--- config.mk ---
export PLATFORM = sky130hd
export DESIGN_NAME = otp_column_prog_ctrl_flat
export DESIGN_NICKNAME = d
export VERILOG_FILES = /design/src/rtl/otp_pkg.sv /design/src/rtl/otp_column_prog_ctrl_if.sv /design/src/rtl/otp_bias_gen.sv /design/src/rtl/otp_column_prog_ctrl.sv /design/src/flat_wrapper.sv
export SDC_FILE = /design/constraint.sdc
export NUM_CORES = 1
export LEC_CHECK = 0
export BUFFER_PORTS_ARGS = -buffer_cell sky130_fd_sc_hd__buf_2
export CAP_MARGIN = 20
export CORE_UTILIZATION = 54
export CTS_BUF_LIST = sky130_fd_sc_hd__clkbuf_8
export CTS_CLUSTER_DIAMETER = 120
export DETAILED_ROUTE_END_ITERATION = 10
export GPL_ROUTABILITY_DRIVEN = 0
export PLACE_DENSITY = 0.82
export SYNTH_ARGS = -nofsm -noshare
export SYNTH_HDL_FRONTEND = slang
export SYNTH_SLANG_ARGS = --single-unit
--- constraint.sdc ---
create_clock -name clk -period 7.05 [get_ports clk]
set_input_delay 1.41 -clock clk [delete_from_list [all_inputs] [get_ports clk]]
set_output_delay 1.41 -clock clk [all_outputs]
set_load 0.01 [all_outputs]
--- src/rtl/otp_pkg.sv ---
// Shared definitions for the OTP column programming controller.
// Holds the command mode codes, the electrical level encodings of every
// array bias line, the controller state enum and the bias phase enum.
// No ports; imported by the interface, bias decoder and top module.
package otp_pkg;

    // Command modes; 2'b10 and 2'b11 are no-ops.
    localparam logic [1:0] MODE_READ  = 2'b00;
    localparam logic [1:0] MODE_WRITE = 2'b01;

    // Plate line levels, two bits per column.
    localparam logic [1:0] PL_GND  = 2'b00;
    localparam logic [1:0] PL_MID  = 2'b01;
    localparam logic [1:0] PL_READ = 2'b10;
    localparam logic [1:0] PL_HIGH = 2'b11;

    // Bit line levels.
    localparam logic BL_GND = 1'b0;
    localparam logic BL_MID = 1'b1;

    // NMOS word line levels.
    localparam logic WLN_MID = 1'b0;
    localparam logic WLN_GND = 1'b1;

    // PMOS word line levels.
    localparam logic WLP_HIGH = 1'b0;
    localparam logic WLP_MID  = 1'b1;

    // Supply path select.
    localparam logic PRG_READ  = 1'b0;
    localparam logic PRG_WRITE = 1'b1;

    typedef enum logic [2:0] {
        ST_IDLE,
        ST_PROG,
        ST_DISCH,
        ST_VERIFY,
        ST_READ,
        ST_NEXT,
        ST_DONE
    } state_e;

    typedef enum logic [1:0] {
        PH_IDLE,
        PH_PROG,
        PH_READ
    } phase_e;

endpackage

--- src/rtl/otp_column_prog_ctrl_if.sv ---
// Command/status bus of the OTP column controller.
// master: issues start/mode/column/data_in, observes busy/done/results.
// slave : the controller side.
//   start     - command strobe, accepted only while idle
//   mode      - 00 read, 01 write, others no-op
//   column    - target column
//   data_in   - bit i = 1 programs row i
//   busy/done - status; done is a one-cycle pulse
//   data_out  - read or verified bits
//   fail_mask - rows that never verified
//   error     - any fail or out-of-range column
interface otp_column_prog_ctrl_if #(
    parameter int A = 5,
    parameter int B = 5
);
    localparam int CW = (B > 1) ? $clog2(B) : 1;

    logic          start;
    logic [1:0]    mode;
    logic [CW-1:0] column;
    logic [A-1:0]  data_in;
    logic          busy;
    logic          done;
    logic [A-1:0]  data_out;
    logic [A-1:0]  fail_mask;
    logic          error;

    modport master (
        output start, mode, column, data_in,
        input  busy, done, data_out, fail_mask, error
    );

    modport slave (
        input  start, mode, column, data_in,
        output busy, done, data_out, fail_mask, error
    );

endinterface

--- src/rtl/otp_bias_gen.sv ---
// Combinational decode of (phase, row, column) into the array bias lines.
//   phase - PH_IDLE / PH_PROG / PH_READ
//   row   - selected row
//   col   - selected column
//   pl    - plate lines, 2 bits per column
//   bl    - bit lines
//   wln   - NMOS word lines
//   wlp   - PMOS word lines
//   prg   - supply path select
module otp_bias_gen
    import otp_pkg::*;
#(
    parameter int A = 5,
    parameter int B = 5
) (
    input  phase_e                              phase,
    input  logic [((A > 1) ? $clog2(A) : 1)-1:0] row,
    input  logic [((B > 1) ? $clog2(B) : 1)-1:0] col,
    output logic [2*B-1:0]                      pl,
    output logic [B-1:0]                        bl,
    output logic [A-1:0]                        wln,
    output logic [A-1:0]                        wlp,
    output logic                                prg
);

    always_comb begin
        pl  = {B{PL_GND}};
        bl  = {B{BL_GND}};
        wln = {A{WLN_GND}};
        wlp = {A{WLP_MID}};
        prg = PRG_READ;
        case (phase)
            PH_PROG: begin
                prg = PRG_WRITE;
                // Unselected columns sit at MID to keep their cells unstressed.
                for (int j = 0; j < B; j++) begin
                    if (j == int'(col)) begin
                        pl[2*j +: 2] = PL_HIGH;
                        bl[j]        = BL_GND;
                    end else begin
                        pl[2*j +: 2] = PL_MID;
                        bl[j]        = BL_MID;
                    end
                end
                for (int i = 0; i < A; i++) begin
                    if (i == int'(row)) begin
                        wlp[i] = WLP_HIGH;
                        wln[i] = WLN_MID;
                    end
                end
            end
            PH_READ: begin
                for (int j = 0; j < B; j++) begin
                    if (j == int'(col)) begin
                        pl[2*j +: 2] = PL_READ;
                        bl[j]        = BL_MID;
                    end
                end
                for (int i = 0; i < A; i++) begin
                    if (i == int'(row)) begin
                        wlp[i] = WLP_MID;
                        wln[i] = WLN_MID;
                    end
                end
            end
            default: ;
        endcase
    end

endmodule

--- src/rtl/otp_column_prog_ctrl.sv ---
// OTP column controller: reads or programs one full column of an A x B
// antifuse array. Writes run program / discharge / verify with bounded
// retries per cell; reads sample the sense circuit once per row.
//   clk                 - rising-edge clock
//   reset               - synchronous, active-low
//   bus                 - command/status interface (slave side)
//   output_read_circuit - sense result, 1 = cell programmed
//   PL/BL/WLN/WLP/PRG   - array bias lines, decoded from registered state
//   read_active         - high during READ and VERIFY windows
module otp_column_prog_ctrl
    import otp_pkg::*;
#(
    parameter int A         = 5,
    parameter int B         = 5,
    parameter int PROG_CYC  = 4,
    parameter int READ_CYC  = 2,
    parameter int MAX_RETRY = 3
) (
    input  logic                         clk,
    input  logic                         reset,
    otp_column_prog_ctrl_if.slave        bus,
    input  logic                         output_read_circuit,
    output logic [2*B-1:0]               PL,
    output logic [B-1:0]                 BL,
    output logic [A-1:0]                 WLN,
    output logic [A-1:0]                 WLP,
    output logic                         PRG,
    output logic                         read_active
);

    localparam int CW   = (B > 1) ? $clog2(B) : 1;
    localparam int RW   = (A > 1) ? $clog2(A) : 1;
    localparam int MAXC = (PROG_CYC > READ_CYC) ? PROG_CYC : READ_CYC;
    localparam int NW   = $clog2(MAXC + 1);
    localparam int TW   = $clog2(MAX_RETRY + 1);

    localparam logic [NW-1:0] PROG_LAST = NW'(PROG_CYC - 1);
    localparam logic [NW-1:0] READ_LAST = NW'(READ_CYC - 1);
    localparam logic [RW-1:0] ROW_LAST  = RW'(A - 1);
    localparam logic [TW-1:0] ATT_MAX   = TW'(MAX_RETRY);

    state_e        state_q,     state_d;
    logic [RW-1:0] row_q,       row_d;
    logic [TW-1:0] attempt_q,   attempt_d;
    logic [NW-1:0] cnt_q,       cnt_d;
    logic [CW-1:0] col_q,       col_d;
    logic [A-1:0]  din_q,       din_d;
    logic          is_wr_q,     is_wr_d;
    logic [A-1:0]  data_out_q,  data_out_d;
    logic [A-1:0]  fail_mask_q, fail_mask_d;
    logic          error_q,     error_d;

    logic [RW-1:0] nxt_row;
    phase_e        phase;

    assign nxt_row = row_q + 1'b1;

    always_comb begin
        state_d     = state_q;
        row_d       = row_q;
        attempt_d   = attempt_q;
        cnt_d       = cnt_q;
        col_d       = col_q;
        din_d       = din_q;
        is_wr_d     = is_wr_q;
        data_out_d  = data_out_q;
        fail_mask_d = fail_mask_q;
        error_d     = error_q;
        case (state_q)
            ST_IDLE: begin
                if (bus.start && (bus.mode == MODE_READ || bus.mode == MODE_WRITE)) begin
                    col_d       = bus.column;
                    din_d       = bus.data_in;
                    is_wr_d     = (bus.mode == MODE_WRITE);
                    row_d       = '0;
                    attempt_d   = TW'(1);
                    cnt_d       = '0;
                    data_out_d  = '0;
                    fail_mask_d = '0;
                    error_d     = 1'b0;
                    if (int'(bus.column) >= B) begin
                        // Out-of-range column: finish without touching the array.
                        error_d = 1'b1;
                        state_d = ST_DONE;
                    end else if (bus.mode == MODE_READ) begin
                        state_d = ST_READ;
                    end else if (bus.data_in[0]) begin
                        state_d = ST_PROG;
                    end else begin
                        state_d = ST_NEXT;
                    end
                end
            end
            ST_PROG: begin
                if (cnt_q == PROG_LAST) begin
                    cnt_d   = '0;
                    state_d = ST_DISCH;
                end else begin
                    cnt_d = cnt_q + 1'b1;
                end
            end
            ST_DISCH: begin
                cnt_d   = '0;
                state_d = ST_VERIFY;
            end
            ST_VERIFY: begin
                if (cnt_q == READ_LAST) begin
                    cnt_d = '0;
                    if (output_read_circuit) begin
                        data_out_d[row_q] = 1'b1;
                        state_d           = ST_NEXT;
                    end else if (attempt_q < ATT_MAX) begin
                        attempt_d = attempt_q + 1'b1;
                        state_d   = ST_PROG;
                    end else begin
                        fail_mask_d[row_q] = 1'b1;
                        state_d            = ST_NEXT;
                    end
                end else begin
                    cnt_d = cnt_q + 1'b1;
                end
            end
            ST_READ: begin
                if (cnt_q == READ_LAST) begin
                    cnt_d             = '0;
                    data_out_d[row_q] = output_read_circuit;
                    state_d           = ST_NEXT;
                end else begin
                    cnt_d = cnt_q + 1'b1;
                end
            end
            ST_NEXT: begin
                attempt_d = TW'(1);
                if (row_q == ROW_LAST) begin
                    error_d = |fail_mask_q;
                    state_d = ST_DONE;
                end else begin
                    row_d = nxt_row;
                    // Rows with nothing to program cost a single NEXT cycle.
                    if (!is_wr_q)            state_d = ST_READ;
                    else if (din_q[nxt_row]) state_d = ST_PROG;
                    else                     state_d = ST_NEXT;
                end
            end
            ST_DONE: state_d = ST_IDLE;
            default: state_d = ST_IDLE;
        endcase
    end

    always_ff @(posedge clk) begin
        if (!reset) begin
            state_q     <= ST_IDLE;
            row_q       <= '0;
            attempt_q   <= '0;
            cnt_q       <= '0;
            col_q       <= '0;
            din_q       <= '0;
            is_wr_q     <= 1'b0;
            data_out_q  <= '0;
            fail_mask_q <= '0;
            error_q     <= 1'b0;
        end else begin
            state_q     <= state_d;
            row_q       <= row_d;
            attempt_q   <= attempt_d;
            cnt_q       <= cnt_d;
            col_q       <= col_d;
            din_q       <= din_d;
            is_wr_q     <= is_wr_d;
            data_out_q  <= data_out_d;
            fail_mask_q <= fail_mask_d;
            error_q     <= error_d;
        end
    end

    // DISCH, NEXT and DONE all fall through to idle bias.
    always_comb begin
        phase = PH_IDLE;
        case (state_q)
            ST_PROG:   phase = PH_PROG;
            ST_VERIFY: phase = PH_READ;
            ST_READ:   phase = PH_READ;
            default:   phase = PH_IDLE;
        endcase
    end

    otp_bias_gen #(
        .A (A),
        .B (B)
    ) u_bias (
        .phase (phase),
        .row   (row_q),
        .col   (col_q),
        .pl    (PL),
        .bl    (BL),
        .wln   (WLN),
        .wlp   (WLP),
        .prg   (PRG)
    );

    assign read_active   = (state_q == ST_READ) || (state_q == ST_VERIFY);
    assign bus.busy      = (state_q != ST_IDLE);
    assign bus.done      = (state_q == ST_DONE);
    assign bus.data_out  = data_out_q;
    assign bus.fail_mask = fail_mask_q;
    assign bus.error     = error_q;

endmodule

--- src/flat_wrapper.sv ---
// flat-port wrapper written by rule: the top's interface ports become plain ports
module otp_column_prog_ctrl_flat import otp_pkg::*;
#(
    parameter int A         = 5,
    parameter int B         = 5,
    parameter int PROG_CYC  = 4,
    parameter int READ_CYC  = 2,
    parameter int MAX_RETRY = 3
)
  (clk, reset, output_read_circuit, PL, BL, WLN, WLP, PRG, read_active, bus_start, bus_mode, bus_column, bus_data_in, bus_busy, bus_done, bus_data_out, bus_fail_mask, bus_error);
  otp_column_prog_ctrl_if #(.A(A), .B(B)) bus_i ();
  input  logic clk;
  input  logic reset;
  input  logic output_read_circuit;
  output logic [2*B-1:0] PL;
  output logic [B-1:0] BL;
  output logic [A-1:0] WLN;
  output logic [A-1:0] WLP;
  output logic PRG;
  output logic read_active;
  input wire logic [$bits(bus_i.start)-1:0] bus_start;
  input wire logic [$bits(bus_i.mode)-1:0] bus_mode;
  input wire logic [$bits(bus_i.column)-1:0] bus_column;
  input wire logic [$bits(bus_i.data_in)-1:0] bus_data_in;
  output wire logic [$bits(bus_i.busy)-1:0] bus_busy;
  output wire logic [$bits(bus_i.done)-1:0] bus_done;
  output wire logic [$bits(bus_i.data_out)-1:0] bus_data_out;
  output wire logic [$bits(bus_i.fail_mask)-1:0] bus_fail_mask;
  output wire logic [$bits(bus_i.error)-1:0] bus_error;
  assign bus_i.start = bus_start;
  assign bus_i.mode = bus_mode;
  assign bus_i.column = bus_column;
  assign bus_i.data_in = bus_data_in;
  assign bus_busy = bus_i.busy;
  assign bus_done = bus_i.done;
  assign bus_data_out = bus_i.data_out;
  assign bus_fail_mask = bus_i.fail_mask;
  assign bus_error = bus_i.error;
  otp_column_prog_ctrl #(.A(A), .B(B), .PROG_CYC(PROG_CYC), .READ_CYC(READ_CYC), .MAX_RETRY(MAX_RETRY)) u_core (.clk(clk), .reset(reset), .bus(bus_i), .output_read_circuit(output_read_circuit), .PL(PL), .BL(BL), .WLN(WLN), .WLP(WLP), .PRG(PRG), .read_active(read_active));
endmodule
After elaboration in Yosys (flattened, before gate mapping)
Cells that the tools add are included.
Operators by class
  eq/ne operators: 30
  $lt $le $gt $ge: 5
  mux-type cells: 73
  bitwise gates (word level): 2
  reductions and logical operators: 25
  add/sub/neg operators: 3
Operator list (number)
  $mux 3: 16
  $mux 5: 9
  $mux 2: 14
  $mux 1: 21
  $pmux 10 s2: 1
  $pmux 5 s2: 2
  $eq 3x3->1 const A: 6
  $pmux 3 s6: 1
  $pmux 5 s3: 1
  $reduce_and 5->1: 3
  $eq 3x3->1 const B: 4
  $ne 2x1->1 const B: 6
  $pmux 3 s4: 1
  $or 5x5->5: 2
  $eq 3x2->1 const B: 3
  $logic_not 3->1: 3
  $reduce_bool 3->1: 3
  $lt 3x4->1 const B: 2
  $ne 2x2->1 const B: 4
  $add 3x1->3 const B: 2
  $eq 2x3->1 const A: 2
  $eq 3x1->1 const B: 2
  $pmux 2 s3: 1
  $pmux 3 s2: 1
  other kinds (21): 28
Word-level totals
  register bits: 31
  output and inout port bits: 40

Logic depth before layout (Yosys ltp)
Gate-level depths: netlist (run 1).
  depth after elaboration: 9
  mapped depth: 8

Modules after synthesis
From an unflattened synthesis (run 1), not the netlist that was laid out.
Second synthesis, totals
  cell total of the unflattened synthesis: 265
  area, all modules: 2088.3 um^2
Modules (own cells, without submodules)
  otp_column_prog_ctrl: sequential area each 620.6 um^2, cells each 220, area each 1766.7 um^2, instances 1
  otp_bias_gen: sequential area each 0.0 um^2, cells each 45, area each 321.6 um^2, instances 1

Worst setup path before layout (run 1)
Ideal clock, no wire load.
  path kind: reg-to-output
  start point: register u_core.state_q[1]
  end point: output PL[3]
  path slack: 3.474 ns
  arrival: 2.166 ns
  stages on the path, launching flop included: 9
  data required time: 5.640 ns
  cells stage by stage: dfxtp_1 -> buf_2 -> and3b_1 -> clkbuf_1 -> nor2_1 -> ha_1 -> clkbuf_1 -> o21ai_0 -> nor4b_1
On the way
  longest elaborated chain between the ends: 5
RTL lines
  start: declaration: RTL line otp_column_prog_ctrl.sv:42  | state_e state_q, state_d;
  start signal: assignment: RTL line otp_column_prog_ctrl.sv:163  | state_q <= state_d;
  $eq 3x2->1 / $eq 3x3->1 (equally long branches): RTL line otp_column_prog_ctrl.sv:179  | case (state_q)
  $reduce_or 2->1 (no source line)
  $pmux 2 s2 (*): RTL line otp_column_prog_ctrl.sv:179
  $eq 2x2->1 / $eq 2x1->1 (equally long branches): RTL line otp_bias_gen.sv:32  | case (phase)
  $pmux 10 s2 (*): RTL line otp_bias_gen.sv:32
  end: declaration: RTL line flat_wrapper.sv:15  | output logic [2*B-1:0] PL;
Mark *: on every way between the ends. The rest lies on a longest branch, timed or not.

Worst setup path in the final report (run 1)
  start point: register u_core.state_q[0]
  end point: output PL[3]
The elaborated chain is that of the path after synthesis.

==> flow_summary.html, run 1 <==
<table>
<tr><th>Metric</th><th>Value</th></tr>
<tr><th colspan="2">Status</th></tr>
<tr><td>Status</td><td>completed</td></tr>
<tr><th colspan="2">CTS</th></tr>
<tr><td>Total clock buffers created by CTS</td><td>5</td></tr>
<tr><td>H-Tree Depth</td><td>2</td></tr>
<tr><td>Post-cts hold buffer count</td><td>0</td></tr>
<tr><td>Root buffer cell</td><td>clkbuf_8</td></tr>
<tr><td>Clk pin slew, worst setup/hold paths</td><td>0.06 ns</td></tr>
<tr><td>Number of sinks handled by clock tree synthesis</td><td>31</td></tr>
<tr><td>Clock Tree Buf Depth</td><td>2</td></tr>
<tr><td>Post-cts resize count</td><td>0</td></tr>
<tr><td>CTS tree</td><td>built</td></tr>
<tr><td>Number of setup buffers added after CTS</td><td>0</td></tr>
<tr><td>Worst-skew pair later-pin latency</td><td>0.29 ns</td></tr>
<tr><th colspan="2">Synth</th></tr>
<tr><td>Seq cells post-synth</td><td>31</td></tr>
<tr><td>Main combinational cell family by area after synthesis</td><td>simple AND/OR/NAND/NOR gates</td></tr>
<tr><td>Syn nets</td><td>just under 300</td></tr>
<tr><td>Share of the yosys chip area belonging to registers</td><td>0.307</td></tr>
<tr><td>Synthesis Warnings</td><td>0</td></tr>
<tr><td>Dominant cells by area after synthesis</td><td>dfxtp_1 (31%), ha_1 (8.0%), nand2_1 (7.8%)</td></tr>
<tr><td>Count of mapped cells out of synthesis</td><td>270</td></tr>
<tr><td>Fraction of the mapped netlist area in compound gates</td><td>0.200</td></tr>
<tr><td>Syn_area_per_cell</td><td>7.50 µm²</td></tr>
<tr><td>Post-synthesis simple-gate area fraction</td><td>0.281</td></tr>
<tr><td>Area share of the largest cell type after synthesis</td><td>0.307</td></tr>
<tr><td>XOR/XNOR share of the synthesized area</td><td>0</td></tr>
<tr><td>Number of distinct standard cells referenced by the synthesized netlist</td><td>45</td></tr>
<tr><td>Post-synthesis mux area share</td><td>0.0532</td></tr>
<tr><td>Post-synthesis cell area</td><td>2020 µm²</td></tr>
<tr><td>Library cell occupying the most area in the post-synthesis netlist</td><td>dfxtp_1</td></tr>
<tr><td>Adder and majority gate portion of the synthesized area</td><td>0.0803</td></tr>
<tr><th colspan="2">Die</th></tr>
<tr><td>Core footprint</td><td>3470 µm²</td></tr>
<tr><td>Floorplan die area</td><td>between 3000 and 4000 µm²</td></tr>
<tr><td>Effective utilization at floorplan</td><td>0.584</td></tr>
<tr><td>Floorplan die width</td><td>63.2 µm</td></tr>
<tr><td>DIE HEIGHT</td><td>~63 µm</td></tr>
<tr><td>I/O pin total</td><td>54</td></tr>
<tr><td>Std cell rows</td><td>21</td></tr>
<tr><th colspan="2">Placement</th></tr>
<tr><td>HPWL after detailed placement</td><td>3.58 mm</td></tr>
<tr><td>Number of buffer cells added on primary ports</td><td>53</td></tr>
<tr><td>Setup slack at placement</td><td>3.29 ns</td></tr>
<tr><th colspan="2">Timing</th></tr>
<tr><td>Hold violation count in the final report</td><td>0</td></tr>
<tr><td>Remaining max-slew budget at the tightest pin</td><td>0.634</td></tr>
<tr><td>Worst clock skew</td><td>0.00431 ns</td></tr>
<tr><td>Transition time of the tightest slew-check pin</td><td>about 0.55 ns</td></tr>
<tr><td>Max-slew violation total from the final report</td><td>0</td></tr>
<tr><td>Final min period</td><td>4.11 ns</td></tr>
<tr><td>Setup ws final</td><td>2.94 ns</td></tr>
<tr><td>Post-route clock period utilization</td><td>0.583</td></tr>
<tr><td>Maximum clock rate</td><td>around 240 MHz</td></tr>
<tr><td>Setup violation total in the final timing report</td><td>0</td></tr>
<tr><td>Setup repair after global routing missed its margin</td><td>false</td></tr>
<tr><td>Post-route setup TNS</td><td>0 ns</td></tr>
<tr><th colspan="2">Route</th></tr>
<tr><td>Number of vias per cell</td><td>roughly 5.7</td></tr>
<tr><td>Wire length per cell</td><td>between 10 and 15 µm</td></tr>
<tr><td>DRT Pass-1 Iters</td><td>4</td></tr>
<tr><td>DRC violations left</td><td>0</td></tr>
<tr><td>Routed WL</td><td>approximately 5.0 mm</td></tr>
<tr><td>Drt first-iter violations</td><td>91</td></tr>
<tr><td>Via total after detailed routing</td><td>2,032</td></tr>
<tr><td>Residual antenna-violating net count after detailed routing</td><td>0</td></tr>
<tr><th colspan="2">Power</th></tr>
<tr><td>Cell area power density</td><td>318 nW/µm²</td></tr>
<tr><td>Cell Int Power</td><td>0.452 mW</td></tr>
<tr><td>Leakage power</td><td>roughly 1.0 nW</td></tr>
<tr><td>Proportion of total power due to net switching</td><td>0.400</td></tr>
<tr><td>Sequential fraction of design power</td><td>0.321</td></tr>
<tr><td>Gate power share</td><td>0.439</td></tr>
<tr><td>Clock share of power</td><td>0.240</td></tr>
<tr><td>Switching component of the power</td><td>0.301 mW</td></tr>
<tr><td>Worst VDD drop</td><td>196 µV</td></tr>
<tr><th colspan="2">Worst setup path</th></tr>
<tr><td>Type of the worst setup path</td><td>flop to output pin</td></tr>
<tr><td>Worst-case reg-to-reg path depth</td><td>6</td></tr>
<tr><td>Startpoint class of the critical path</td><td>flop</td></tr>
<tr><td>Critical-path top delay cell</td><td>dfxtp_1</td></tr>
<tr><td>Data arrival at the endpoint of the critical path</td><td>2.70 ns</td></tr>
<tr><td>Critical-path cell list</td><td>inv_1 &gt; nor3_1 &gt; ha_1 &gt; o21ai_0 &gt; nor4b_1 &gt; buf_2</td></tr>
<tr><td>Crit-path max FO</td><td>16</td></tr>
<tr><td>Stage delay of the slowest cell on the critical path</td><td>0.65 ns</td></tr>
<tr><td>Required time of the critical path</td><td>5.64 ns</td></tr>
<tr><td>CP Capture Type</td><td>output pin</td></tr>
<tr><td>Reg2Reg Setup Slack</td><td>4.83 ns</td></tr>
<tr><td>Reg-to-Reg Start</td><td>u_core.state_q[0]</td></tr>
<tr><td>R2r endpoint</td><td>u_core.cnt_q[0]</td></tr>
<tr><th colspan="2">GRT</th></tr>
<tr><td>Antenna violations before repair</td><td>0</td></tr>
<tr><td>Via count of the first global-routing pass</td><td>1,837</td></tr>
<tr><td>Wire length of the first global-routing pass</td><td>~8.3 mm</td></tr>
<tr><td>Overall global routing resource usage</td><td>0.265</td></tr>
<tr><td>Grt total ovfl</td><td>0</td></tr>
<tr><td>Maximum number of pins on one net before global-route repair</td><td>19</td></tr>
<tr><th colspan="2">Min path</th></tr>
<tr><td>Hold path cells</td><td>2</td></tr>
<tr><td>Hold path startpoint</td><td>u_core.din_q[4]</td></tr>
<tr><td>Min-Delay Path Class</td><td>flop to flop</td></tr>
<tr><td>Terminating pin of the worst hold path</td><td>u_core.din_q[4]</td></tr>
<tr><th colspan="2">Final layout</th></tr>
<tr><td>Area Growth Syn to Fin</td><td>17.2%</td></tr>
<tr><td>Fraction of layout cells with a size suffix above 1</td><td>0.236</td></tr>
<tr><td>Diodes inserted</td><td>0</td></tr>
<tr><td>Layout Nets</td><td>339</td></tr>
<tr><th colspan="2">Job</th></tr>
<tr><td>Number of max-cap violations</td><td>0</td></tr>
</table>
-- critical path, delay by kind of cell, from the launching register on --
kind                     cells  cell delay (ns)
adder cells (fa/ha/maj)      1             0.48
AND/OR/NAND/NOR              2             0.66
flip-flops                   1             0.65
AO/OA/AOI/OAI                1             0.26
buffers and inverters        2             0.37
-- cell usage in the layout (no fill, tap or decap), types with 2 or more instances in the layout --
master	netlist	final
buf_2	4	53
nand2_1	42	42
dfxtp_1	31	31
a21oi_1	28	28
nor2_1	22	22
inv_1	17	17
o21ai_0	15	15
ha_1	13	13
nor3_1	9	9
nand2b_1	8	8
a211oi_1	8	8
mux2_2	6	6
clkbuf_8	0	6
nor2b_1	5	5
nand3_1	5	5
and3_1	4	4
mux2i_1	4	4
a22oi_1	3	3
nor4_1	2	2
nor3b_1	2	2
or2_2	2	2
nand2_2	2	2
or4_1	2	2
o221ai_1	2	2
o31ai_1	2	2
-- state kept, by name, indices dropped and copies added, names as in the netlist --
| signal | count |
|---|---|
| u_core.row_q | 3 |
| u_core.is_wr_q | 1 |
| u_core.din_q | 5 |
| u_core.bus.data_out | 5 |
| u_core.state_q | 3 |
| u_core.bus.fail_mask | 5 |
| u_core.cnt_q | 3 |
| u_core.attempt_q | 2 |
| u_core.col_q | 3 |
| u_core.bus.error | 1 |
-- power by group through the flow --
stage                     clock, mW  sequential (mW)  combinational (mW)
after floorplan                   0            0.222               0.267
after global placement            0            0.241               0.321
after detailed placement          0            0.244               0.325
after CTS                     0.183            0.241               0.329
after global routing          0.190            0.246               0.367
final                         0.181            0.242               0.330
-- final cells by class --
class                           instances  area [µm²]
Clock inverter                          2        35.0
Multi-Input combinational cell        203        1240
Timing Repair Buffer                   53         265
Clock buffer                            6        82.6
Tap cell                               46        57.6
Inverter                               18        67.6
Fill cell                             312        1100
Sequential cell                        31         621
-- per-layer routing --
layer,share of wire,GRT usage,routed length (µm),vias to the layer above
met5,0,0,0,-
met2,0.46,0.429,2330,76
met1,0.46,0.335,2280,933
met3,0.065,0.0598,325,8
li1,-,-,-,1015
met4,0.015,0.114,75,0
-- worst max path at each step --
stage	from	endpoint	cells past startpoint
floorplan	u_core.state_q[1]	PL[3]	8
finish	u_core.state_q[0]	PL[3]	6
CTS	u_core.state_q[0]	PL[3]	6
global placement	u_core.state_q[2]	PL[3]	6
detailed placement	u_core.state_q[0]	PL[3]	6
global route	u_core.state_q[0]	PL[3]	6
-- synthesized netlist by cell type --
| cell | count |
|---|---|
| nand2_1 | 42 |
| nor2_4 | 1 |
| a21oi_1 | 28 |
| inv_1 | 17 |
| o31a_1 | 1 |
| and3_1 | 4 |
| nand2b_1 | 8 |
| nor3b_1 | 2 |
| nand3b_1 | 1 |
| nor3b_4 | 1 |
| ha_1 | 13 |
| buf_2 | 4 |
| nor2b_1 | 5 |
| a211oi_1 | 8 |
| or2_2 | 2 |
| clkbuf_2 | 1 |
| nand4b_1 | 1 |
| a21boi_0 | 1 |
| a22oi_1 | 3 |
| and3b_1 | 1 |
| dfxtp_1 | 31 |
| o32a_1 | 1 |
| or4b_1 | 1 |
| nor4_1 | 2 |
| a2bb2oi_1 | 1 |
| o21a_1 | 1 |
| o41ai_1 | 1 |
| nor2_1 | 22 |
| o22a_1 | 1 |
| nor3_1 | 9 |
| clkinv_1 | 1 |
| a31oi_1 | 1 |
| or4_1 | 2 |
| o31ai_1 | 2 |
| buf_4 | 5 |
| mux2_2 | 6 |
| mux2i_1 | 4 |
| nor4b_1 | 1 |
| a21o_1 | 1 |
| nand2_2 | 2 |
| nand3_1 | 5 |
| o221ai_1 | 2 |
| o21ai_0 | 15 |
| clkbuf_1 | 8 |
| or3_4 | 1 |
-- logic make-up (layout without fill, tap and decap cells) --
kind of cell             Yosys count  count (layout)
AO/OA/AOI/OAI                     67              67
adder cells (fa/ha/maj)           13              13
buffers and inverters             36              79
flip-flops                        31              31
multiplexers                      10              10
AND/OR/NAND/NOR                  113             113
-- through the flow --
step                instances  power, mW  instance area, µm²   util  hold slack, ns
global route              359      0.804                2370  0.684           0.481
detailed placement        351      0.569                2250  0.650           0.445
global placement          351      0.563                2250  0.650           0.442
CTS                       359      0.753                2370  0.684           0.454
finish                    359      0.753                2370  0.684           0.454
floorplan                 270      0.489                2020      -           0.432
Note: power is estimated with default switching activity, not from simulation.
==> inputs of run 2 (changes only) <==
- CORE_UTILIZATION: 54 -> 49
- PLACE_DENSITY: 0.82 -> 0.78
- clock period: 7.05 -> 3.4 ns (I/O delays scaled with it)
==> run 2 against run 1 <==
Compared with the run above:
- via count shrank 2.1%
- total power grew 94%
- critical path depth grew 1
- routed wire length shrank 4.9%
- largest cell class unchanged
- largest power group unchanged
==> flow_summary.html, run 2 (synthesis gave the netlist of run 1 again) <==
<table>
<tr><th>Metric</th><th>Value</th></tr>
<tr><th colspan="2">Status</th></tr>
<tr><td>Status</td><td>completed</td></tr>
<tr><th colspan="2">Worst setup path</th></tr>
<tr><td>Data arrival at the endpoint of the critical path</td><td>2.43 ns (-0.27 ns)</td></tr>
<tr><td>Startpoint class of the critical path</td><td>flop</td></tr>
<tr><td>Type of the worst setup path</td><td>flop to output pin</td></tr>
<tr><td>Stage delay of the slowest cell on the critical path</td><td>0.50 ns (-0.15 ns)</td></tr>
<tr><td>Crit-path max FO</td><td>15 (-1)</td></tr>
<tr><td>Reg2Reg Setup Slack</td><td>1.30 ns (-3.53 ns)</td></tr>
<tr><td>Critical-path top delay cell</td><td>dfxtp_2</td></tr>
<tr><td>Critical-path cell list</td><td>inv_1 &gt; nor3_1 &gt; inv_1 &gt; ha_1 &gt; o21ai_0 &gt; nor4b_1 &gt; buf_2</td></tr>
<tr><td>Category of cells accounting for the largest share of critical-path delay</td><td>simple AND/OR/NAND/NOR gates</td></tr>
<tr><td>CP Capture Type</td><td>output pin</td></tr>
<tr><td>Most used cell, CP</td><td>inv_1</td></tr>
<tr><td>CP Buf/Inv Count</td><td>3 (+1)</td></tr>
<tr><td>Required time of the critical path</td><td>2.72 ns (-2.92 ns)</td></tr>
<tr><th colspan="2">GRT</th></tr>
<tr><td>Grt total ovfl</td><td>0 (unchanged)</td></tr>
<tr><td>Antenna violations before repair</td><td>0 (unchanged)</td></tr>
<tr><td>Via count of the first global-routing pass</td><td>1,742 (-5.2%)</td></tr>
<tr><td>Maximum number of pins on one net before global-route repair</td><td>19 (unchanged)</td></tr>
<tr><td>Wire length of the first global-routing pass</td><td>7.86 mm (-5.9%)</td></tr>
<tr><td>Overall global routing resource usage</td><td>0.235 (-0.0301)</td></tr>
<tr><th colspan="2">Job</th></tr>
<tr><td>Number of max-cap violations</td><td>0 (unchanged)</td></tr>
<tr><th colspan="2">Die</th></tr>
<tr><td>Floorplan die area</td><td>4390 µm² (+9.9%)</td></tr>
<tr><td>Floorplan die width</td><td>66.3 µm (+4.8%)</td></tr>
<tr><td>Core footprint</td><td>3800 µm² (+9.5%)</td></tr>
<tr><td>DIE HEIGHT</td><td>66.3 µm (+4.8%)</td></tr>
<tr><td>Std cell rows</td><td>22 (+4.8%)</td></tr>
<tr><td>I/O pin total</td><td>54 (unchanged)</td></tr>
<tr><td>Effective utilization at floorplan</td><td>0.533 (-0.0508)</td></tr>
<tr><th colspan="2">CTS</th></tr>
<tr><td>Clock Tree Buf Depth</td><td>2 (unchanged)</td></tr>
<tr><td>Worst-skew pair later-pin latency</td><td>0.28 ns (about the same)</td></tr>
<tr><td>CTS tree</td><td>built</td></tr>
<tr><td>Post-cts hold buffer count</td><td>0 (unchanged)</td></tr>
<tr><td>Root buffer cell</td><td>clkbuf_8</td></tr>
<tr><td>Clk pin slew, worst setup/hold paths</td><td>0.07 ns (about the same)</td></tr>
<tr><td>Number of sinks handled by clock tree synthesis</td><td>31 (unchanged)</td></tr>
<tr><td>H-Tree Depth</td><td>2 (unchanged)</td></tr>
<tr><td>Total clock buffers created by CTS</td><td>5 (unchanged)</td></tr>
<tr><th colspan="2">Timing</th></tr>
<tr><td>Setup violation total in the final timing report</td><td>0 (unchanged)</td></tr>
<tr><td>Post-route setup TNS</td><td>0 ns (unchanged)</td></tr>
<tr><td>Worst clock skew</td><td>0.00555 ns (+0.00124 ns)</td></tr>
<tr><td>Post-route clock period utilization</td><td>0.916</td></tr>
<tr><td>Maximum clock rate</td><td>321 MHz</td></tr>
<tr><td>Setup ws final</td><td>0.286 ns (-2.66 ns)</td></tr>
<tr><td>Final min period</td><td>around 3.1 ns</td></tr>
<tr><td>Setup repair after global routing missed its margin</td><td>false</td></tr>
<tr><td>Hold violation count in the final report</td><td>0 (unchanged)</td></tr>
<tr><td>Remaining max-slew budget at the tightest pin</td><td>0.641 (+0.00698)</td></tr>
<tr><td>Transition time of the tightest slew-check pin</td><td>0.534 ns (-0.0154 ns)</td></tr>
<tr><td>Max-slew violation total from the final report</td><td>0 (unchanged)</td></tr>
<tr><td>Hold_ws</td><td>0.460 ns (+0.00539 ns)</td></tr>
<tr><th colspan="2">Power</th></tr>
<tr><td>Worst VDD drop</td><td>377 µV (+93%)</td></tr>
<tr><td>Leakage power</td><td>1.02 nW (+0.55%)</td></tr>
<tr><td>Cell area power density</td><td>620 nW/µm² (+95%)</td></tr>
<tr><td>Pwr Total</td><td>1.46 mW (+94%)</td></tr>
<tr><th colspan="2">Placement</th></tr>
<tr><td>Number of buffer cells added on primary ports</td><td>53 (unchanged)</td></tr>
<tr><td>Setup slack at placement</td><td>0.408 ns (-2.88 ns)</td></tr>
<tr><td>HPWL after detailed placement</td><td>3.62 mm (+1.3%)</td></tr>
<tr><td>Placed inst area</td><td>2280 µm² (+1.1%)</td></tr>
<tr><th colspan="2">Route</th></tr>
<tr><td>Wire length per cell</td><td>13.1 µm (-6.2%)</td></tr>
<tr><td>Routed WL</td><td>4.77 mm (-4.9%)</td></tr>
<tr><td>DRC violations left</td><td>0 (unchanged)</td></tr>
<tr><td>Drt first-iter violations</td><td>180 (+98%)</td></tr>
<tr><td>Number of vias per cell</td><td>5.47 (-3.4%)</td></tr>
<tr><td>Residual antenna-violating net count after detailed routing</td><td>0 (unchanged)</td></tr>
<tr><td>Via total after detailed routing</td><td>1,990 (-2.1%)</td></tr>
<tr><td>DRT Pass-1 Iters</td><td>4 (unchanged)</td></tr>
<tr><th colspan="2">Final layout</th></tr>
<tr><td>Post-route design area</td><td>2360 µm² (-0.37%)</td></tr>
<tr><td>Diodes inserted</td><td>0 (unchanged)</td></tr>
<tr><td>Area Growth Syn to Fin</td><td>16.7%</td></tr>
<tr><td>Layout Nets</td><td>342 (+0.88%)</td></tr>
<tr><td>Fraction of layout cells with a size suffix above 1</td><td>0.244 (+0.00725)</td></tr>
<tr><td>Most common library cell in the layout ignoring fill and taps</td><td>buf_2</td></tr>
<tr><td>Top library cells by usage in the layout, fill and taps aside</td><td>buf_2 (53), nand2_1 (42), dfxtp_1 (29)</td></tr>
<tr><td>Fill count</td><td>356 (+14%)</td></tr>
<tr><th colspan="2">Min path</th></tr>
<tr><td>Min-Delay Path Class</td><td>flop to flop</td></tr>
</table>
## run 2: cell count changes in the layout (fill, tap and decap cells not counted), sizes merged
| cell | change |
|---|---|
| bufinv | -1 |
| inv | +2 |
| buf | +3 |
| clkbuf | -1 |
## run 2: worst paths after layout
check                                       start                 to  cells past startpoint
worst max-delay path            u_core.state_q[0]              PL[3]                      7
worst min register to register    u_core.din_q[0]    u_core.din_q[0]                      2
worst max register to register    u_core.row_q[0]  u_core.state_q[2]                      7
worst min-delay path              u_core.din_q[0]    u_core.din_q[0]                      2
## run 2: routing by layer
layer,track usage,share of wire
met1,0.311,0.47
met2,0.383,0.47
met3,0.0448,0.055
met4,0.0691,0.0080
met5,0,0
## run 2: layout make-up
| type | count | area (µm²) | area share |
|---|---|---|---|
| Clock inverter | 3 | 12.5 | 0.00529 |
| Tap cell | 48 | 60.1 | 0.0254 |
| Multi-Input combinational cell | 203 | 1240 | 0.526 |
| Inverter | 18 | 67.6 | 0.0286 |
| Timing Repair Buffer | 56 | 288 | 0.122 |
| Clock buffer | 5 | 68.8 | 0.0291 |
| Sequential cell | 31 | 623 | 0.264 |
## run 2: tightest hold or removal path: stages, from the launching register on
cell and delay (ns):
dfxtp_1 0.31, nand2_1 0.05, a21oi_1 0.05
## run 2: per-stage QoR
step | instances | utilization
2_1_floorplan | 270 | -
3_5_place_dp | 356 | 0.600
4_1_cts | 364 | 0.622
6_report | 364 | 0.622
3_3_place_gp | 356 | 0.600
5_1_grt | 364 | 0.622
## run 2: report_power, final
part	total, mW	internal, mW	switching (mW)
clock	0.270	0.137	0.132
combinational	0.716	0.300	0.416
sequential	0.479	0.415	0.0641
total	1.46	0.852	0.612
## run 2: repair_timing
action / CTS / global route
gates resized for setup: 0 / 2
setup buffers: 0 / 0
setup endpoints to repair: 0 / 5
==> inputs of run 3 (changes only) <==
- CORE_UTILIZATION: 49 -> 40
- PLACE_DENSITY: 0.78 -> 0.66
==> run 3 against run 2 <==
Compared with the run above:
- clock power up 19%
- non-clock buffer count down 1
- count of clock-buffer cells in the layout up 2
- sequential share of layout area down 0.35 points
- combinational power down 3.1%
- largest cell class unchanged
- largest power group unchanged
==> flow_summary.html, run 3 (synthesis gave the netlist of run 1 again) <==
<table>
<tr><th>Metric</th><th>Value</th></tr>
<tr><th colspan="2">Worst setup path</th></tr>
<tr><td>Reg-to-Reg Start</td><td>u_core.row_q[0]</td></tr>
<tr><td>CP Capture Type</td><td>output pin</td></tr>
<tr><td>Stage delay of the slowest cell on the critical path</td><td>0.50 ns (about the same)</td></tr>
<tr><td>R2r endpoint</td><td>u_core.state_q[2]</td></tr>
<tr><td>Worst-case reg-to-reg path depth</td><td>7 (unchanged)</td></tr>
<tr><td>Data arrival at the endpoint of the critical path</td><td>2.46 ns (+0.03 ns)</td></tr>
<tr><td>Critical-path top delay cell</td><td>dfxtp_2</td></tr>
<tr><td>Crit-path max FO</td><td>17 (+2)</td></tr>
<tr><td>Required time of the critical path</td><td>2.72 ns (about the same)</td></tr>
<tr><td>Startpoint class of the critical path</td><td>flop</td></tr>
<tr><td>Type of the worst setup path</td><td>flop to output pin</td></tr>
<tr><td>Reg2Reg Setup Slack</td><td>1.35 ns (+0.05 ns)</td></tr>
<tr><td>Critical-path cell list</td><td>nor3b_4 &gt; nor2_1 &gt; ha_1 &gt; o21ai_0 &gt; nor4b_1 &gt; buf_2</td></tr>
<tr><th colspan="2">Route</th></tr>
<tr><td>Routed WL</td><td>5.14 mm (+7.8%)</td></tr>
<tr><td>Residual antenna-violating net count after detailed routing</td><td>0 (unchanged)</td></tr>
<tr><td>Number of vias per cell</td><td>5.26 (-3.8%)</td></tr>
<tr><td>Drt first-iter violations</td><td>94 (-48%)</td></tr>
<tr><td>DRC violations left</td><td>0 (unchanged)</td></tr>
<tr><td>Wire length per cell</td><td>13.4 µm (+2.7%)</td></tr>
<tr><td>Via total after detailed routing</td><td>2,009 (+0.95%)</td></tr>
<tr><td>DRT Pass-1 Iters</td><td>4 (unchanged)</td></tr>
<tr><th colspan="2">Timing</th></tr>
<tr><td>Max-slew violation total from the final report</td><td>0 (unchanged)</td></tr>
<tr><td>Setup violation total in the final timing report</td><td>0 (unchanged)</td></tr>
<tr><td>Setup repair after global routing missed its margin</td><td>false</td></tr>
<tr><td>Hold_ws</td><td>0.457 ns (-0.00303 ns)</td></tr>
<tr><td>Worst clock skew</td><td>0.00266 ns (-0.00289 ns)</td></tr>
<tr><td>Post-route setup TNS</td><td>0 ns (unchanged)</td></tr>
<tr><td>Hold violation count in the final report</td><td>0 (unchanged)</td></tr>
<tr><td>Maximum clock rate</td><td>319 MHz (-0.67%)</td></tr>
<tr><td>Final min period</td><td>3.14 ns (+0.0211 ns)</td></tr>
<tr><td>Setup ws final</td><td>0.265 ns (-0.0211 ns)</td></tr>
<tr><td>Transition time of the tightest slew-check pin</td><td>0.475 ns (-0.0588 ns)</td></tr>
<tr><td>Post-route clock period utilization</td><td>0.922 (+0.00621)</td></tr>
<tr><td>Remaining max-slew budget at the tightest pin</td><td>0.680 (+0.0396)</td></tr>
<tr><th colspan="2">Placement</th></tr>
<tr><td>HPWL after detailed placement</td><td>3.79 mm (+4.8%)</td></tr>
<tr><td>Count of placed standard cells including taps</td><td>374 (+5.1%)</td></tr>
<tr><td>Number of buffer cells added on primary ports</td><td>53 (unchanged)</td></tr>
<tr><td>Setup slack at placement</td><td>0.412 ns (+0.00421 ns)</td></tr>
<tr><td>Placed inst area</td><td>2300 µm² (+0.71%)</td></tr>
<tr><th colspan="2">CTS</th></tr>
<tr><td>Root buffer cell</td><td>clkbuf_8</td></tr>
<tr><td>Worst-skew pair later-pin latency</td><td>0.29 ns (about the same)</td></tr>
<tr><td>CTS tree</td><td>built</td></tr>
<tr><td>H-Tree Depth</td><td>2 (unchanged)</td></tr>
<tr><td>Clk pin slew, worst setup/hold paths</td><td>0.07 ns (about the same)</td></tr>
<tr><td>Total clock buffers created by CTS</td><td>5 (unchanged)</td></tr>
<tr><td>Number of sinks handled by clock tree synthesis</td><td>31 (unchanged)</td></tr>
<tr><td>Post-cts hold buffer count</td><td>0 (unchanged)</td></tr>
<tr><td>Clock Tree Buf Depth</td><td>2 (unchanged)</td></tr>
<tr><td>Number of setup buffers added after CTS</td><td>0 (unchanged)</td></tr>
<tr><th colspan="2">Final layout</th></tr>
<tr><td>Most common library cell in the layout ignoring fill and taps</td><td>buf_2</td></tr>
<tr><td>Final core utilization</td><td>0.501 (-0.121)</td></tr>
<tr><td>Diodes inserted</td><td>0 (unchanged)</td></tr>
<tr><td>Fraction of layout cells with a size suffix above 1</td><td>0.248 (+0.00395)</td></tr>
<tr><td>Layout Nets</td><td>341 (-0.29%)</td></tr>
<tr><td>Post-route design area</td><td>2400 µm² (+1.5%)</td></tr>
<tr><td>Count of non-filler cells in the finished layout</td><td>382 (+4.9%)</td></tr>
<tr><td>Top library cells by usage in the layout, fill and taps aside</td><td>buf_2 (53), nand2_1 (42), a21oi_1 (28), dfxtp_1 (28), nor2_1 (22)</td></tr>
<tr><td>Area Growth Syn to Fin</td><td>18.5%</td></tr>
<tr><th colspan="2">Power</th></tr>
<tr><td>Pwr Total</td><td>1.52 mW (+3.9%)</td></tr>
<tr><td>Proportion of total power due to net switching</td><td>0.415 (-0.00328)</td></tr>
<tr><td>Cell area power density</td><td>634 nW/µm² (+2.3%)</td></tr>
<tr><td>Leakage power</td><td>1.02 nW (about the same)</td></tr>
<tr><td>Worst VDD drop</td><td>297 µV (-21%)</td></tr>
<tr><td>Clock share of power</td><td>0.212 (+0.028)</td></tr>
<tr><td>Gate power share</td><td>0.456 (-0.033)</td></tr>
<tr><td>Switching component of the power</td><td>0.631 mW (+3.1%)</td></tr>
<tr><td>Cell Int Power</td><td>0.891 mW (+4.5%)</td></tr>
<tr><td>Sequential fraction of design power</td><td>0.332 (+0.005)</td></tr>
<tr><th colspan="2">GRT</th></tr>
<tr><td>Overall global routing resource usage</td><td>0.203 (-0.0316)</td></tr>
<tr><td>Wire length of the first global-routing pass</td><td>8.22 mm (+4.6%)</td></tr>
<tr><td>Antenna violations before repair</td><td>0 (unchanged)</td></tr>
<tr><td>Maximum number of pins on one net before global-route repair</td><td>19 (unchanged)</td></tr>
<tr><td>Grt total ovfl</td><td>0 (unchanged)</td></tr>
<tr><td>Via count of the first global-routing pass</td><td>1,725 (-0.98%)</td></tr>
<tr><th colspan="2">Status</th></tr>
<tr><td>Status</td><td>completed</td></tr>
<tr><th colspan="2">Die</th></tr>
<tr><td>I/O pin total</td><td>54 (unchanged)</td></tr>
<tr><td>Floorplan die width</td><td>73.1 µm (+10%)</td></tr>
<tr><td>DIE HEIGHT</td><td>73.1 µm (+10%)</td></tr>
<tr><td>Core footprint</td><td>4790 µm² (+26%)</td></tr>
<tr><td>Floorplan die area</td><td>5350 µm² (+22%)</td></tr>
<tr><td>Effective utilization at floorplan</td><td>0.423 (-0.110)</td></tr>
<tr><td>Std cell rows</td><td>25 (+14%)</td></tr>
<tr><th colspan="2">Min path</th></tr>
<tr><td>Hold path cells</td><td>2 (unchanged)</td></tr>
<tr><td>Terminating pin of the worst hold path</td><td>u_core.din_q[1]</td></tr>
<tr><td>Min-Delay Path Class</td><td>flop to flop</td></tr>
<tr><td>Hold path startpoint</td><td>u_core.din_q[1]</td></tr>
<tr><th colspan="2">Job</th></tr>
<tr><td>Number of max-cap violations</td><td>0 (unchanged)</td></tr>
</table>
==> run 3: changes by cell type in the layout (fill, tap and decap cells not counted), sizes merged <==
cell,previous run,this run
buf,56,55
clkinv,2,1
clkbuf,5,7
inv,19,18
==> run 3: worst max-delay path: cells and delay by family, from the launching register on <==
| family | cells | cell delay (ns) |
|---|---|---|
| adders and majority gates | 1 | 0.42 |
| DFF | 1 | 0.50 |
| AOI/OAI and AO/OA | 1 | 0.22 |
| and+or+nand+nor | 3 | 0.86 |
| buffers and inverters | 1 | 0.18 |
==> run 3: metal layers <==
metal	vias to the layer above	global-route usage	share of wire
met3	11	0.0511	0.073
li1	1017	-	-
met1	908	0.279	0.49
met4	0	0.0893	0.019
met2	73	0.297	0.42
met5	-	0	0
==> run 3: worst max-delay path by stage <==
stage	startpoint	endpoint	slack, ns	depth (start not counted)
2_1_floorplan	u_core.state_q[1]	PL[3]	0.55	8
3_3_place_gp	u_core.state_q[0]	PL[3]	0.48	7
3_5_place_dp	u_core.state_q[0]	PL[3]	0.41	7
4_1_cts	u_core.state_q[2]	PL[3]	0.09	6
5_1_grt	u_core.state_q[0]	PL[1]	0.08	7
6_report	u_core.state_q[2]	PL[3]	0.26	6
==> run 3: cell type report <==
type | count | area, µm²
multi-input combinational | 203 | 1240
sequential | 31 | 624
clock inverter | 1 | 3.75
tap | 67 | 83.8
inverter | 18 | 67.6
timing repair buffer | 55 | 280
fill | 503 | 2390
clock buffer | 7 | 96.3
==> run 3: repair_timing <==
item                                   in CTS  in global routing
setup endpoints to repair                   0                  5
gates resized for setup                     0                  3
endpoints found under the hold margin       0                  0
==> run 3: power by group through the flow <==
stage	registers, mW	logic, mW	clock network (mW)
floorplan	0.459	0.554	0
global placement	0.503	0.685	0
detailed placement	0.508	0.691	0
CTS	0.499	0.693	0.333
global route	0.517	0.775	0.346
finish	0.505	0.694	0.322
